[src/rtl/ps2_mouse_rx.sv]
// PS/2 mouse receiver: deserialises 11-bit device-to-host frames and assembles
// standard 3-byte stream-mode packets into registered button/delta outputs.
// Receive-only; the PS/2 lines are never driven.
module ps2_mouse_rx #(
   parameter int TIMEOUT_CYCLES = 50000
) (
   input  logic       CLOCK_50,
   input  logic       reset_n,
   input  logic       ps2_clk,
   input  logic       ps2_dat,
   output logic       packet_valid,
   output logic       button_left,
   output logic       button_right,
   output logic       button_middle,
   output logic [8:0] dx,
   output logic [8:0] dy,
   output logic       x_ovf,
   output logic       y_ovf,
   output logic       frame_err
);

   localparam int CW = $clog2(TIMEOUT_CYCLES + 1);
   localparam logic [CW-1:0] TO_LAST = CW'(TIMEOUT_CYCLES - 1);

   typedef enum logic [1:0] {IDLE, DATA, PARITY, STOP} state_t;

   typedef struct packed {
      logic [2:0] btn;   // {middle, right, left}
      logic [8:0] dx;
      logic [8:0] dy;
      logic       xo;
      logic       yo;
   } pkt_t;

   // synchroniser chain
   logic clk_s1, clk_s2, clk_s3, dat_s1, dat_s2;
   logic fall;

   // frame / packet state
   state_t        state, state_n;
   logic [2:0]    bit_cnt, bit_cnt_n;
   logic [7:0]    shreg, shreg_n;
   logic          par_ok, par_ok_n;
   logic [1:0]    idx, idx_n;
   logic [7:0]    byte0, byte0_n;
   logic [7:0]    byte1, byte1_n;
   logic [CW-1:0] wdog, wdog_n;
   pkt_t          pkt, pkt_n;
   logic          pv_n, err_n;
   logic          active, timeout;

   // Two-flop synchronisers plus a third clock flop for edge detection.
   // Reset to 1 (idle bus) so releasing reset never looks like a falling edge.
   always_ff @(posedge CLOCK_50) begin
      if (!reset_n) begin
         clk_s1 <= 1'b1;
         clk_s2 <= 1'b1;
         clk_s3 <= 1'b1;
         dat_s1 <= 1'b1;
         dat_s2 <= 1'b1;
      end else begin
         clk_s1 <= ps2_clk;
         clk_s2 <= clk_s1;
         clk_s3 <= clk_s2;
         dat_s1 <= ps2_dat;
         dat_s2 <= dat_s1;
      end
   end

   assign fall = clk_s3 & ~clk_s2;

   // Watchdog only runs while something partial is held (mid-frame or mid-packet).
   assign active  = (state != IDLE) || (idx != 2'd0);
   assign timeout = active && !fall && (wdog >= TO_LAST);

   // State registers for the frame FSM, packet assembly, watchdog and outputs.
   always_ff @(posedge CLOCK_50) begin
      if (!reset_n) begin
         state        <= IDLE;
         bit_cnt      <= 3'd0;
         shreg        <= 8'h00;
         par_ok       <= 1'b0;
         idx          <= 2'd0;
         byte0        <= 8'h00;
         byte1        <= 8'h00;
         wdog         <= '0;
         pkt          <= '0;
         packet_valid <= 1'b0;
         frame_err    <= 1'b0;
      end else begin
         state        <= state_n;
         bit_cnt      <= bit_cnt_n;
         shreg        <= shreg_n;
         par_ok       <= par_ok_n;
         idx          <= idx_n;
         byte0        <= byte0_n;
         byte1        <= byte1_n;
         wdog         <= wdog_n;
         pkt          <= pkt_n;
         packet_valid <= pv_n;
         frame_err    <= err_n;
      end
   end

   // Next-state logic: everything advances on a PS/2 clock fall; otherwise the
   // watchdog may discard partial state with a single error pulse.
   always_comb begin
      state_n   = state;
      bit_cnt_n = bit_cnt;
      shreg_n   = shreg;
      par_ok_n  = par_ok;
      idx_n     = idx;
      byte0_n   = byte0;
      byte1_n   = byte1;
      pkt_n     = pkt;
      pv_n      = 1'b0;
      err_n     = 1'b0;
      wdog_n    = '0;

      if (fall) begin
         case (state)
            IDLE: begin
               if (!dat_s2) begin
                  state_n   = DATA;
                  bit_cnt_n = 3'd0;
               end else begin
                  // spurious fall with data high: not a start bit
                  err_n = 1'b1;
                  idx_n = 2'd0;
               end
            end
            DATA: begin
               shreg_n   = {dat_s2, shreg[7:1]};
               bit_cnt_n = bit_cnt + 3'd1;
               if (bit_cnt == 3'd7) state_n = PARITY;
            end
            PARITY: begin
               par_ok_n = (^shreg) ^ dat_s2;
               state_n  = STOP;
            end
            STOP: begin
               state_n = IDLE;
               if (dat_s2 && par_ok) begin
                  case (idx)
                     2'd0: begin
                        // byte 0 must carry the always-one sync bit
                        if (shreg[3]) begin
                           byte0_n = shreg;
                           idx_n   = 2'd1;
                        end
                     end
                     2'd1: begin
                        byte1_n = shreg;
                        idx_n   = 2'd2;
                     end
                     default: begin
                        pkt_n.btn = byte0[2:0];
                        pkt_n.dx  = {byte0[4], byte1};
                        pkt_n.dy  = {byte0[5], shreg};
                        pkt_n.xo  = byte0[6];
                        pkt_n.yo  = byte0[7];
                        pv_n      = 1'b1;
                        idx_n     = 2'd0;
                     end
                  endcase
               end else begin
                  err_n = 1'b1;
                  idx_n = 2'd0;
               end
            end
            default: state_n = IDLE;
         endcase
      end else if (timeout) begin
         state_n = IDLE;
         idx_n   = 2'd0;
         err_n   = 1'b1;
      end else if (active) begin
         wdog_n = (wdog == TO_LAST) ? wdog : wdog + CW'(1);
      end
   end

   assign button_left   = pkt.btn[0];
   assign button_right  = pkt.btn[1];
   assign button_middle = pkt.btn[2];
   assign dx            = pkt.dx;
   assign dy            = pkt.dy;
   assign x_ovf         = pkt.xo;
   assign y_ovf         = pkt.yo;

endmodule

[config.mk]
export PLATFORM = sky130hd
export DESIGN_NAME = ps2_mouse_rx
export DESIGN_NICKNAME = d
export VERILOG_FILES = /design/src/rtl/ps2_mouse_rx.sv
export SDC_FILE = /design/constraint.sdc
export NUM_CORES = 1
export LEC_CHECK = 0
export CAP_MARGIN = 15
export CORE_MARGIN = 3
export CORE_UTILIZATION = 55
export CTS_CLUSTER_DIAMETER = 200
export CTS_CLUSTER_SIZE = 24
export DETAILED_ROUTE_END_ITERATION = 10
export PLACE_DENSITY_LB_ADDON = 0.08
export RECOVER_POWER = 25
export SLEW_MARGIN = 10
export SYNTH_ARGS = -nofsm -noshare
export SYNTH_HDL_FRONTEND = slang
export SYNTH_SLANG_ARGS = --single-unit
[constraint.sdc]
create_clock -name CLOCK_50 -period 4.4 [get_ports CLOCK_50]
set_clock_uncertainty 0.1 [all_clocks]
set_input_delay 0.88 -clock CLOCK_50 [delete_from_list [all_inputs] [get_ports CLOCK_50]]
set_output_delay 0.88 -clock CLOCK_50 [all_outputs]
set_load 0.02 [all_outputs]
==> results.ini <==
[logic_synthesis]
async_flop_share_pct = 0
syn_area_um2 = 3230
syn-instance-count = 346
ys_warn_count = 0
synth.area.top_cells = dfxtp_1, mux2i_1, nand2_1
synth_top_area_share_pct = 47.8
synth-seq-area-share_pct = 47.8
synth-seq-cells = 77
synthFlopType = dfxtp_1
yosysUniqueCellTypes = 37
avgSynthCellArea_um2 = 9.32
yosysTopAreaCell = dfxtp_1
syn_nets = 358
synth-edff-count = 0

[worst_setup_path]
end_kind = flop
cpPeakStageDelay_ns = 1.14
worstPathArrival_ns = 2.73
crit_chain = dlygate4sd3_1 -> nand3_2 -> nor2_1
critPathMaxFanout = 33
critPathSlowestCell = dlygate4sd3_1
worst-endpoint-required_ns = 4.57
crit_path_start_kind = primary input
crit_type = in -> reg

[run_status]
status = finished clean

[die]
die_w_um = 82.6
core.rowCount = 27
core_area_um2 = 5610
die-height_um = 82.6
start_util_pct = 57.5
die-area_um2 = 6820
io_pins = 29

[placement]
place_congestion = 0.808
dp_hpwl_um = 3920
placed_area_um2 = 3530
io_buffers = 28

[drt]
drt_pre_antenna_iters = 4
wl_met1_um = 2990
vias = 2326
wl_met2_um = 2460
highest_layer = met4
dr_wl_met3_um = 208
drt-initial-drc-count = 126
ant_nets = 0
wire_per_inst_um = 12.9
via_per_inst = 5.20
drc_errors = 0
wl_um = 5750

[power_and_ir_drop]
switching_share_pct = 19.6
p_sw_w = 0.000265
p_comb_share_pct = 1.9
power_leakage_nw = 1.41
seq_power_share_pct = 51.7
ir_drop_uv = 264
power.total_w = 0.00135
internal_power_w = 0.00109
power_density_nw_per_um2 = 359
pwr-share-clk_pct = 46.4

[worst_hold_path]
hold_path_class = reg -> reg

[cells_and_area]
syn2layout_area_growth_pct = 16.9
post-route-util_pct = 67.2
fin_area_um2 = 3770
antenna_cells = 0
drive_gt1_share_pct = 5.60
fin_nets = 382

[cts]
holdBufCountCts = 0
cts_root_buf = clkbuf_8
cts_setup_buffers = 0
path_clk_slew_ns = 0.07
clkLatencyLatePin_ns = 0.34
clkSinkCount = 77
cts_buffer_depth = 2
htree_levels = 3
numCtsBuffers = 9
ctsResizeCount = 0
cts_tree = yes

[timing]
slew_violations = 0
fin_tns_setup_ns = 0
tightest_slew_ns = 0.926
finalSetupViolCount = 0
rsz0062_at_grt = false
holdWs_ns = 0.313
fmax_mhz = 391
period_share_pct = 58.2
hold_violations = 0
period_needed_ns = 2.56
maxSlewHeadroom_pct = 38.0

[global_route]
grt_pass1_wl_um = 9780
grt_overflow = 0
grt_usage_pct = 18.6
antenna_found_initial = 0
grt_pass1_vias = 2195
grt_max_degree = 34

[flow_run]
max_cap_violations = 0

[cell usage after synthesis (6+ instances only)]
library cell,count
nor2_1,21
nand3_1,10
clkbuf_1,10
o21ai_0,7
dfxtp_1,77
ha_1,8
nor2b_1,28
nand2b_1,6
xnor2_1,8
mux2i_1,24
a21boi_0,23
xor2_1,10
nand2_1,61
and3_1,7
[cell usage in the layout (no fill, tap or decap), types with 2 or more instances in the layout]
cell | Yosys | layout
dfxtp_1 | 77 | 77
nand2_1 | 61 | 61
nor2b_1 | 28 | 28
mux2i_1 | 24 | 24
a21boi_0 | 23 | 23
nor2_1 | 21 | 21
clkdlybuf4s50_1 | 0 | 14
dlygate4sd3_1 | 0 | 14
nand3_1 | 10 | 10
xor2_1 | 10 | 10
clkbuf_8 | 0 | 9
xnor2_1 | 8 | 8
ha_1 | 8 | 8
and3_1 | 7 | 7
o21ai_0 | 7 | 7
nand2b_1 | 6 | 6
inv_1 | 4 | 4
a21oi_1 | 4 | 4
and4_1 | 4 | 4
a21boi_1 | 3 | 3
o22ai_1 | 3 | 3
bufinv_16 | 0 | 3
nor3_1 | 2 | 2
and2_1 | 2 | 2
a211oi_1 | 2 | 2
a22oi_1 | 2 | 2
nand4_1 | 2 | 2
buf_4 | 0 | 2
[per-layer routing]
metal | track usage [%] | vias up
met1 | 25.2 | 1070
met2 | 28.0 | 39
met5 | 0 | -
li1 | - | 1206
met3 | 5.21 | 11
met4 | 7.35 | 0
[state kept, by name, summed over array words and instances, names as in the netlist, 2 cells and up]
name and count:
dx 9, shreg 8, idx 2, dy 9, wdog 16, byte0 7
byte1 8, bit_cnt 3, state 2
[final timing paths]
| check | from | end | slack [ns] | depth (start not counted) |
|---|---|---|---|---|
| worst min-delay path | dat_s1$_SDFF_PN1_ | dat_s2$_SDFF_PN1_ | 0.31 | 1 |
| worst min register to register | dat_s1$_SDFF_PN1_ | dat_s2$_SDFF_PN1_ | 0.31 | 1 |
| worst max register to register | state[0]$_SDFFE_PN0P_ | dy[2]$_SDFFE_PN0P_ | 2.22 | 6 |
| worst max-delay path | reset_n | wdog[2]$_SDFFE_PP0P_ | 1.84 | 3 |
[power groups by stage]
stage                     Sequential (W)  Combinational, W  Clock [W]
after floorplan                 0.000716         0.0000196          0
after global placement          0.000717         0.0000261          0
after detailed placement        0.000717         0.0000262          0
after CTS                       0.000700         0.0000263   0.000643
after global routing            0.000701         0.0000280   0.000674
final                           0.000700         0.0000256   0.000627
[cells by family after synthesis]
| family | Yosys count | synth area share [%] |
|---|---|---|
| simple gates | 147 | 22.2 |
| flops | 77 | 47.8 |
| compound gates | 49 | 10.4 |
| mux | 25 | 7.80 |
| buf+inv | 21 | 3.10 |
| xor+xnor | 19 | 5.59 |
| fa+ha+maj | 8 | 3.10 |
[cell type report]
class | instances | area [um^2]
fillers | 492 | 1840
multi-input cells | 248 | 1590
flip-flops and latches | 77 | 1540
repair buffers | 30 | 295
clock buffers | 10 | 128
clock inverters | 6 | 111
well taps | 72 | 90.1
inverters | 4 | 15.0
[critical path, delay by kind of cell]
family	cells	cell delay [ns]
buffers and inverters	1	1.14
AND/OR/NAND/NOR	2	0.70
[per-stage QoR]
step,std cells,setup slack [ns]
CTS,447,1.86
floorplan,346,2.58
global placement,431,1.52
global route,447,1.60
detailed placement,431,1.48
finish,447,1.84
No activity file was read; power rests on OpenSTA's default activity.
